File: config.mk
export PLATFORM = sky130hd
export DESIGN_NAME = input_conditioner
export DESIGN_NICKNAME = d
export VERILOG_FILES = /design/src/rtl/input_conditioner_pkg.sv /design/src/rtl/input_conditioner_debounce_channel.sv /design/src/rtl/input_conditioner.sv
export SDC_FILE = /design/constraint.sdc
export NUM_CORES = 1
export LEC_CHECK = 0
export ABC_AREA = 1
export BUFFER_PORTS_ARGS = -buffer_cell sky130_fd_sc_hd__buf_2
export CAP_MARGIN = 0
export CORE_MARGIN = 1
export CORE_UTILIZATION = 50
export DETAILED_ROUTE_END_ITERATION = 10
export GPL_TIMING_DRIVEN = 0
export PLACE_DENSITY = 0.82
export SLEW_MARGIN = 30
export SYNTH_ARGS = -nofsm -noshare
export SYNTH_HDL_FRONTEND = slang
export SYNTH_SLANG_ARGS = --single-unit
File: constraint.sdc
create_clock -name clk -period 1.53 [get_ports clk]
set_input_delay 0.2295 -clock clk [delete_from_list [all_inputs] [get_ports clk]]
set_output_delay 0.2295 -clock clk [all_outputs]
set_load 0.03 [all_outputs]
File: src/rtl/input_conditioner_pkg.sv
// rtl/input_conditioner_pkg.sv - shared defaults and per-channel state encodings
package input_conditioner_pkg;

  localparam int DEF_N                 = 3;
  localparam int DEF_SYNC_STAGES       = 2;
  localparam int SIM_DEBOUNCE_CYCLES   = 4;
  // Roughly 10 ms at a 50 MHz board clock.
  localparam int BOARD_DEBOUNCE_CYCLES = 500000;

  typedef enum logic {
    ST_STABLE  = 1'b0,
    ST_PENDING = 1'b1
  } chan_state_e;

endpackage

File: src/rtl/input_conditioner_debounce_channel.sv
// rtl/input_conditioner_debounce_channel.sv - one channel: synchroniser, stability counter, edge pulses
module input_conditioner_debounce_channel
  import input_conditioner_pkg::*;
#(
  parameter int SYNC_STAGES     = DEF_SYNC_STAGES,
  parameter int DEBOUNCE_CYCLES = SIM_DEBOUNCE_CYCLES
) (
  input  logic clk,
  input  logic rst,
  input  logic raw,
  output logic clean,
  output logic rise,
  output logic fall
);

  localparam int CW = $clog2(DEBOUNCE_CYCLES);
  localparam logic [CW-1:0] CNT_MAX = CW'(DEBOUNCE_CYCLES - 1);

  logic [SYNC_STAGES-1:0] sync_q, sync_d;
  logic [CW-1:0]          cnt_q, cnt_d;
  logic                   clean_q, clean_d;
  logic                   rise_q, rise_d;
  logic                   fall_q, fall_d;
  logic                   sync;
  chan_state_e            state;

  assign sync_d = {sync_q[SYNC_STAGES-2:0], raw};
  assign sync   = sync_q[SYNC_STAGES-1];

  // Any return to the accepted level drops straight back to STABLE and clears the count.
  always_comb begin
    state   = (sync == clean_q) ? ST_STABLE : ST_PENDING;
    cnt_d   = '0;
    clean_d = clean_q;
    rise_d  = 1'b0;
    fall_d  = 1'b0;
    case (state)
      ST_PENDING: begin
        if (cnt_q == CNT_MAX) begin
          clean_d = sync;
          rise_d  = sync;
          fall_d  = ~sync;
        end else begin
          cnt_d = cnt_q + CW'(1);
        end
      end
      default: ;
    endcase
  end

  always_ff @(posedge clk) begin
    if (rst) begin
      sync_q  <= '0;
      cnt_q   <= '0;
      clean_q <= 1'b0;
      rise_q  <= 1'b0;
      fall_q  <= 1'b0;
    end else begin
      sync_q  <= sync_d;
      cnt_q   <= cnt_d;
      clean_q <= clean_d;
      rise_q  <= rise_d;
      fall_q  <= fall_d;
    end
  end

  assign clean = clean_q;
  assign rise  = rise_q;
  assign fall  = fall_q;

endmodule

File: src/rtl/input_conditioner.sv
// rtl/input_conditioner.sv - N independent synchronised, debounced inputs with rise/fall pulses
module input_conditioner
  import input_conditioner_pkg::*;
#(
  parameter int N               = DEF_N,
  parameter int SYNC_STAGES     = DEF_SYNC_STAGES,
  parameter int DEBOUNCE_CYCLES = SIM_DEBOUNCE_CYCLES
) (
  input  logic         clk,
  input  logic         rst,
  input  logic [N-1:0] raw,
  output logic [N-1:0] clean,
  output logic [N-1:0] rise,
  output logic [N-1:0] fall
);

  for (genvar g = 0; g < N; g++) begin : g_chan
    input_conditioner_debounce_channel #(
      .SYNC_STAGES    (SYNC_STAGES),
      .DEBOUNCE_CYCLES(DEBOUNCE_CYCLES)
    ) u_chan (
      .clk  (clk),
      .rst  (rst),
      .raw  (raw[g]),
      .clean(clean[g]),
      .rise (rise[g]),
      .fall (fall[g])
    );
  end

endmodule

==> metrics <==
status=completed; # clock sinks=21; Layout area overhead=14.0%; post-route ant nets=0; Psw=~0.18 mW; Avg Cell Area, Syn=8.35 sq um; synth unique cells=13; row count=14; Die Y=41.8 um; placed cell areas=just under 900 sq um; most common cell after layout, fill and taps aside=dfxtp_1; Hold Buf Count CTS=0; PwrDens=937 mW/mm^2; Syn Inst Count=95; gr ovfl total=0; TritonCTS clock tree=yes; share of cells above drive strength 1=between 20% and 30%; Inst Count DP=124; Sum Neg Setup Slack=0 ps; nets@finish=between 100 and 150; vias in the first global route=510; Leakage=~0.44 nW; slowest cell delay on critical path=410 ps; largest net degree at the start of global routing=12; HP Class=in -> reg; register area share after synthesis=between 50 and 60%; Setup Buffers After CTS=0; Root Driver=clkbuf_4; FF-to-FF path depth=4; Slew HR=about 87%; residual DRC count=0; register bit total from synthesis=21; fin crit share=between 80% and 90%; max-slew violations=0; Final min period=1240 ps; Antenna Cells=0; Initial DRC Count=6; Worst Path Required=roughly 1300 ps; routability cong.=about 0.70; Die ar.=around 0.0017 sq mm; P_int=roughly 0.67 mW; fin cells=128; Num CTS Buffers=3; total power=roughly 0.85 mW; Util after Layout=between 60 and 70%; Switching Fraction=around a fifth; fin area=just over 900 sq um; Crit. End Element=output pin; insertion delay to the later sink of the worst-skew pair=around 290 ps; initial antenna violation count=0; Synth warnings=0; Hold Violations, Final=0; clock tree buffer depth=2; Port Buf Inserts=13; Initial Util=53.3%; maxcap violations=0; reg2reg setup slack=around 510 ps; Mapped Area=about 790 sq um; clock skew=roughly 2.1 ps; part of the power in combinational logic=3.7%; commonest non-fill, non-tap cells in the layout=dfxtp_1, inv_1, nand2_1; CP Launch Type=flip-flop; maximum clock rate=just over 800 MHz; H-tree Lvls=1; Worst Path Max Fanout=5; Worst Setup SP=g_chan[0].u_chan.clean; Setup crit end=clean[0]; Routed wire per std cell=approximately 8.1 um; WS Path Type=reg -> out; mean number of vias per cell=between 4 and 5; post_cts resized=0; CP Cell Sequence=buf_4 > buf_2; Reg power frac=between 60% and 70%; Critical R2R Launch=g_chan[1].u_chan.cnt_q[0]; Final Setup Violations=0; CP arrival=between 1000 and 1500 ps; Pre-Repair DR Iteration Count=5; maximum VDD drop=0.000467 V; Core Region=0.00149 sq mm; Routed WL=about 1000 um; first-pass GRT wire length=approximately 1900 um; RSZ-0062 raised after global routing=no; Worst-path clk slew=roughly 110 ps; Global Route Usage Sum=between 10% and 20%; r2r endpoint=g_chan[1].u_chan.cnt_q[1]; I/O pin total=14; clock share of power=roughly 30%; routed via count=567; worst-margin pin slew=about 200 ps; slowest stage cell, crit path=dfxtp_1; syn_nets=approximately 100; HPWL after DPL=between 700 and 800 um; die width=around 42 um
through the flow:
step / hold WS [ps] / worst slack (ps)
after floorplan: 336 / 679
after global placement: 389 / 633
after CTS: 127 / 285
after detailed placement: 394 / 609
after global routing: 123 / 215
final: 128 / 290
worst min-delay path by stage:
| stage | endpoint | startpoint | depth (start not counted) | slack (ps) |
|---|---|---|---|---|
| after floorplan | g_chan[0].u_chan.sync_q[0] | raw[0] | 2 | 340 |
| after global placement | g_chan[0].u_chan.sync_q[1] | g_chan[0].u_chan.sync_q[0] | 2 | 390 |
| after detailed placement | g_chan[1].u_chan.sync_q[1] | g_chan[1].u_chan.sync_q[0] | 2 | 390 |
| after CTS | g_chan[0].u_chan.sync_q[0] | raw[0] | 3 | 130 |
| after global routing | g_chan[2].u_chan.sync_q[0] | raw[2] | 3 | 120 |
| final | g_chan[1].u_chan.sync_q[0] | raw[1] | 3 | 130 |
area by class of cell:
type,instances,area [sq um]
Multi-Input combinational cell,45,223
Tap cell,16,20.0
Timing Repair Buffer,13,65.1
Fill cell,133,584
Inverter,19,71.3
Sequential cell,21,420
Buffer,10,78.8
Clock buffer,4,26.3
kinds of logic (layout without fill, tap and decap cells):
| family | count (synthesis) | in the layout | share of synthesized area [%] |
|---|---|---|---|
| compound gates | 3 | 3 | 1.89 |
| fa+ha+maj | 3 | 3 | 4.73 |
| flops | 21 | 21 | 53.0 |
| buf+inv | 29 | 46 | 18.9 |
| simple gates | 39 | 39 | 21.5 |
flip-flops by register name (all words and copies together), names as in the netlist:
signal	cells
g_chan.u_chan.clean	3
g_chan.u_chan.cnt_q	6
g_chan.u_chan.rise	3
g_chan.u_chan.sync_q	6
g_chan.u_chan.fall	3
power groups by stage:
stage	registers [mW]	clock network, mW	logic (mW)
2_1_floorplan	0.573	0	0.0218
3_3_place_gp	0.574	0	0.0299
3_5_place_dp	0.574	0	0.0312
4_1_cts	0.562	0.258	0.0317
5_1_grt	0.563	0.282	0.0369
6_report	0.562	0.254	0.0315
cell usage after synthesis:
master    n  share of area [%]
nor2_4    1                1.4
nand3_1   2                1.3
buf_4     9                8.5
nand2_1  15                7.1
buf_6     1                1.4
nand3_2   1                1.3
inv_1    18                8.5
nor2_1   14                6.6
nor3_1    6                3.8
dfxtp_1  21                 53
a21oi_1   3                1.9
inv_2     1               0.47
ha_1      3                4.7
critical path, delay by kind of cell, from the launching register on:
kind,cells,cell delay (ps)
flip-flops,1,410
buffers and inverters,2,310
routing by layer:
metal | vias to the layer above | part of all wire, % | track usage [%]
li1 | 307 | - | -
met1 | 239 | 46 | 15.5
met2 | 19 | 50 | 26.9
met3 | 2 | 3.9 | 2.61
met4 | 0 | 0.77 | 7.74
met5 | - | 0 | 0
Note: power is estimated with default switching activity, not from simulation.
